--- config.mk ---
export PLATFORM = sky130hd
export DESIGN_NAME = pcs_gearbox_rx
export DESIGN_NICKNAME = d
export VERILOG_FILES = /design/src/rtl/pcs_pkg.sv /design/src/rtl/pcs_gearbox_rx.sv
export SDC_FILE = /design/constraint.sdc
export NUM_CORES = 1
export LEC_CHECK = 0
export BUFFER_PORTS_ARGS = -buffer_cell sky130_fd_sc_hd__buf_2
export CAP_MARGIN = 20
export CORE_MARGIN = 2
export CORE_UTILIZATION = 36
export DETAILED_ROUTE_END_ITERATION = 8
export PLACE_DENSITY = 0.6
export SETUP_SLACK_MARGIN = 0.05
export SLEW_MARGIN = 20
export SYNTH_ARGS = -nofsm -noshare
export SYNTH_HDL_FRONTEND = slang
export SYNTH_SLANG_ARGS = --single-unit
--- constraint.sdc ---
create_clock -name clk -period 3.3 [get_ports clk]
set_clock_uncertainty 0.1 [all_clocks]
set_input_delay 0.165 -clock clk [delete_from_list [all_inputs] [get_ports clk]]
set_output_delay 0.165 -clock clk [all_outputs]
set_load 0.03 [all_outputs]
--- src/rtl/pcs_pkg.sv ---
// Shared PCS constants: block framing widths and receive-gearbox buffer sizing.
package pcs_pkg;

  localparam int unsigned HEAD_W   = 2;
  localparam int unsigned DATA_W   = 64;
  localparam int unsigned BLOCK_W  = HEAD_W + DATA_W;
  localparam int unsigned SERDES_W = 32;
  localparam int unsigned GB_BUF_W = BLOCK_W + SERDES_W - 1;
  localparam int unsigned GB_CNT_W = 7;

endpackage

--- src/rtl/pcs_gearbox_rx.sv ---
// Receive gearbox: repacks a 32-bit SERDES word stream into 66-bit blocks (header + payload)
// and applies single-bit slips requested by block sync.
module pcs_gearbox_rx #(
  parameter int unsigned IN_W   = 32,
  parameter int unsigned HEAD_W = 2,
  parameter int unsigned DATA_W = 64
) (
  input  logic              clk,
  input  logic              nreset,
  input  logic              serdes_v_i,
  input  logic [IN_W-1:0]   serdes_data_i,
  input  logic              slip_v_i,
  output logic              valid_o,
  output logic [HEAD_W-1:0] head_o,
  output logic [DATA_W-1:0] data_o
);
  import pcs_pkg::*;

  localparam int unsigned BlkW = HEAD_W + DATA_W;
  localparam int unsigned BufW = BlkW + IN_W - 1;
  localparam int unsigned CntW = GB_CNT_W;

  logic [BufW-1:0]   buf_q, buf_d, comb;
  logic [CntW-1:0]   cnt_q, cnt_d, ccnt;
  logic              slip_pend_q, slip_pend_d;
  logic              valid_q, valid_d;
  logic [HEAD_W-1:0] head_q, head_d;
  logic [DATA_W-1:0] data_q, data_d;

  always_comb begin
    buf_d       = buf_q;
    cnt_d       = cnt_q;
    slip_pend_d = slip_pend_q;
    valid_d     = 1'b0;
    head_d      = head_q;
    data_d      = data_q;
    comb        = buf_q | (BufW'(serdes_data_i) << cnt_q);
    ccnt        = cnt_q + CntW'(IN_W);

    if (serdes_v_i) begin
      slip_pend_d = 1'b0;
      // Dropping the oldest bit of the combined stream shifts block framing by one.
      if (slip_v_i || slip_pend_q) begin
        comb = comb >> 1;
        ccnt = ccnt - CntW'(1);
      end
      if (ccnt >= CntW'(BlkW)) begin
        valid_d = 1'b1;
        head_d  = comb[HEAD_W-1:0];
        data_d  = comb[BlkW-1:HEAD_W];
        buf_d   = comb >> BlkW;
        cnt_d   = ccnt - CntW'(BlkW);
      end else begin
        buf_d = comb;
        cnt_d = ccnt;
      end
    end else if (slip_v_i) begin
      slip_pend_d = 1'b1;
    end
  end

  always_ff @(posedge clk) begin
    if (!nreset) begin
      buf_q       <= '0;
      cnt_q       <= '0;
      slip_pend_q <= 1'b0;
      valid_q     <= 1'b0;
      head_q      <= '0;
      data_q      <= '0;
    end else begin
      buf_q       <= buf_d;
      cnt_q       <= cnt_d;
      slip_pend_q <= slip_pend_d;
      valid_q     <= valid_d;
      head_q      <= head_d;
      data_q      <= data_d;
    end
  end

  assign valid_o = valid_q;
  assign head_o  = head_q;
  assign data_o  = data_q;

endmodule

==> results_tabular.tex <==
\begin{tabular}{lr}
\hline
Metric & Value \\
\hline
\multicolumn{2}{l}{\textbf{Cells and area}} \\
Layout Nets & 1634 \\
Final cell area excluding filler cells & 0.0143 mm2 \\
Fraction of layout cells with a size suffix above 1 & 0.247 \\
Total area of multi-input combinational cells & 0.00784 mm2 \\
Register cell area after layout & 0.00345 mm2 \\
Filler cell count & 3256 \\
Finished Core Util & 0.440 \\
Diode count & 0 \\
Area Growth Syn to Fin & 20.6\% \\
\multicolumn{2}{l}{\textbf{Timing}} \\
Normalized max-slew margin & 0.334 \\
Unrepaired setup endpoints after global routing & true \\
Slew Viols, Final & 0 \\
Final critical delay including setup and external delays & 3.20 ns \\
Number of endpoints with negative hold slack in the final report & 0 \\
Setup-violating endpoint count in the final report & 0 \\
Ratio of final minimum period to clock period & 0.969 \\
Maximum clock frequency & 313 MHz \\
Slew at the pin with the worst max-slew slack & 1.00 ns \\
Post-layout worst setup margin & 0.104 ns \\
\multicolumn{2}{l}{\textbf{Power}} \\
Share of total power consumed by net switching & 0.447 \\
Sum of internal, switching and leakage power & 0.00900 W \\
Static leakage & 5.60 nW \\
Cell internal pwr & 0.00498 W \\
Total power divided by cell area & 630 mW/mm2 \\
Share of power burned in combinational logic & 0.488 \\
Flop pwr share & 0.279 \\
Clock power frac & 0.233 \\
VDD IR-drop max & 0.425 mV \\
Net switching component of the power & 0.00402 W \\
\multicolumn{2}{l}{\textbf{Run}} \\
Max-capacitance violation count & 0 \\
\multicolumn{2}{l}{\textbf{Status}} \\
Outcome & finished clean \\
\multicolumn{2}{l}{\textbf{Clock tree}} \\
Worst skew pair latency & 0.45 ns \\
Root cell of the clock tree & sky130\_fd\_sc\_hd\_\_clkbuf\_16 \\
Setup repair bufs after CTS & 0 \\
CTS H-tree lvls & 4 \\
Clock sink count & 172 \\
Buffer levels on the longest clock path & 2 \\
Number of clock buffers inserted by TritonCTS & 17 \\
Clock tree from TritonCTS & done \\
Clock-pin slew on the worst setup and hold paths & 0.08 ns \\
\multicolumn{2}{l}{\textbf{Hold path}} \\
Hold Path Class & in2reg \\
\multicolumn{2}{l}{\textbf{Synthesis}} \\
Number of unique standard cell types used by synthesis & 79 \\
Total of flip-flops plus latches after synthesis & 172 \\
Count of flip-flops with a built-in enable after synthesis & 0 \\
Cells after Synth & 1461 \\
Netlist area before placement & 0.0118 mm2 \\
Avg Inst Size Synth & 8.11 um2 \\
Prevailing post-synth register cell & sky130\_fd\_sc\_hd\_\_dfxtp\_1 \\
Net count after synthesis & 1499 \\
Yosys warning total & 0 \\
Post-synthesis sequential area ratio & 0.291 \\
Asr flop ratio synth & 0 \\
\multicolumn{2}{l}{\textbf{Global routing}} \\
Global-route wire length before repair & 80600 um \\
GR Util met3 & 0.0497 \\
Fraction of met2 tracks used by global routing & 0.479 \\
GRT Max-Usage Layer & met2 \\
Met1 global-route usage & 0.436 \\
Largest net degree at the start of global routing & 115 \\
Antenna violations before repair & 0 \\
Via count of the first global-routing pass & 12300 \\
Residual overflow from global routing & 0 \\
Tot GR Track Use & 0.314 \\
\multicolumn{2}{l}{\textbf{Die}} \\
Vertical extent of the die & 185 um \\
Starting density of the core & 0.365 \\
Die Span X & 185 um \\
Full die area & 0.0344 mm2 \\
Number of rows in the core area & 66 \\
Placeable core area & 0.0325 mm2 \\
IO Pins & 103 \\
\multicolumn{2}{l}{\textbf{Placement}} \\
Worst slack, placed & -0.178 ns \\
GP Congestion & 1.03 \\
Detailed placement HPWL & 39800 um \\
Number of port buffers & 102 \\
Placed Instance Area & 0.0136 mm2 \\
\multicolumn{2}{l}{\textbf{Routing}} \\
Detail-routed via count per cell & 6.44 \\
Initial DRT Pass Iterations & 6 \\
Number of vias after detailed routing & 13200 \\
Post-DRT Antenna Nets & 0 \\
WL final & 54100 um \\
Iteration-0 DRC Markers & 1633 \\
DRC & 0 \\
WL per Instance & 26.4 um \\
\multicolumn{2}{l}{\textbf{Setup path}} \\
Maximum cell stage delay along the critical path & 0.58 ns \\
Critical path startpoint category & flip-flop \\
Required time reported for the critical path endpoint & 3.57 ns \\
Crit-path most repeated cell & sky130\_fd\_sc\_hd\_\_nor2\_1 \\
Category of the worst setup path capture point & flip-flop \\
Arrival @ worst endpoint & 3.47 ns \\
Critical path peak fanout & 29 \\
Cells traversed along the worst timing path & buf\_4, nand3b\_1, nor2\_1, a21o\_1, nor2\_1, a22o\_1, a221o\_1, nor2\_1 \\
Worst-path cell with the longest stage delay & sky130\_fd\_sc\_hd\_\_dfxtp\_1 \\
CP Class & reg2reg \\
\hline
\end{tabular}
[sequential cells by signal (all words and copies together) (netlist names)]
signal / cells
buf_q: 97
valid_o: 1
data_o: 64
head_o: 2
slip_pend_q: 1
cnt_q: 7
[cells by family (layout without fill, tap and decap cells)]
family,after synthesis,after routing,synth area share
flops,172,172,0.291
xor+xnor,5,5,0.00370
buf+inv,148,296,0.0541
simple gates,468,468,0.174
compound gates,528,528,0.303
fa+ha+maj,2,2,0.00211
mux,138,138,0.173
[worst paths after layout]
path,from,to,slack (ns),cells past startpoint
worst max register to register,cnt_q[4],buf_q[24],0.10,8
worst max-delay path,cnt_q[4],buf_q[24],0.10,8
worst min-delay path,serdes_v_i,buf_q[18],0.19,3
worst min register to register,data_o[35],data_o[35],0.35,2
[stage by stage]
step,std cells,setup TNS (ns),hold slack [ns]
finish,2051,0,0.189
CTS,2050,0,0.181
floorplan,1461,0,0.316
global route,2051,0,0.212
global placement,2017,-0.679,0.333
detailed placement,2017,-0.455,0.342
[worst max-delay path, delay by kind of cell (launching register included)]
family                 cells  cell delay, ns
AO/OA/AOI/OAI              3            0.95
flip-flops                 1            0.58
AND/OR/NAND/NOR            4            1.01
buffers and inverters      1            0.43
[layer usage]
| metal | share of wire | up-vias | wire length, um |
|---|---|---|---|
| met1 | 0.43 | 6399 | 23000 |
| li1 | - | 5838 | - |
| met2 | 0.44 | 827 | 23700 |
| met3 | 0.089 | 137 | 4790 |
| met4 | 0.049 | 0 | 2640 |
| met5 | 0 | - | 0 |
[final cells by class]
| cell class | instances | share of cell area |
|---|---|---|
| Tap cell | 442 | 0.0387 |
| Clock buffer | 19 | 0.0317 |
| Sequential cell | 172 | 0.242 |
| Timing Repair Buffer | 250 | 0.126 |
| Multi-Input combinational cell | 1141 | 0.548 |
| Clock inverter | 13 | 0.00990 |
| Inverter | 14 | 0.00368 |
[synthesized netlist by cell type, drive strengths merged (19+ instances only)]
| cell | count | share of area |
|---|---|---|
| a211oi | 20 | 0.013 |
| a21oi | 108 | 0.046 |
| a22oi | 24 | 0.015 |
| a31oi | 29 | 0.015 |
| buf | 51 | 0.023 |
| clkbuf | 83 | 0.026 |
| dfxtp | 172 | 0.29 |
| mux2 | 28 | 0.027 |
| mux2i | 60 | 0.051 |
| mux4 | 50 | 0.095 |
| nand2 | 209 | 0.066 |
| nand3 | 57 | 0.024 |
| nor2 | 105 | 0.033 |
| nor3 | 19 | 0.0080 |
| o211ai | 19 | 0.012 |
| o21ai | 136 | 0.057 |
[layout by cell type (no fill, tap or decap), drive strengths merged, types with 17 or more instances in the layout]
cell type | Yosys | layout
a22o | 17 | 17
inv | 12 | 20
mux4 | 50 | 50
nor3 | 19 | 19
o211ai | 19 | 19
mux2i | 60 | 60
clkbuf | 83 | 20
mux2 | 28 | 28
o21ai | 136 | 136
nand3 | 57 | 57
buf | 51 | 248
nor2 | 105 | 105
nand2 | 209 | 209
a31oi | 29 | 29
a22oi | 24 | 24
o31ai | 17 | 17
a211oi | 20 | 20
a21oi | 108 | 108
dfxtp | 172 | 172
[power by group through the flow]
stage	sequential, W	combinational [W]	clock [W]
after floorplan	0.00259	0.00232	0
after global placement	0.00254	0.00419	0
after detailed placement	0.00254	0.00419	0
after CTS	0.00250	0.00422	0.00212
after global routing	0.00253	0.00459	0.00218
final	0.00251	0.00439	0.00210
[timing repair]
action                                  4_1_cts  5_1_grt
gates cloned                                  0        1
endpoints found under the hold margin         1        0
gates resized for setup                       3        8
hold buffers                                  1        0
endpoints found under the setup margin        4       34
Note: power is estimated with default switching activity, not from simulation.
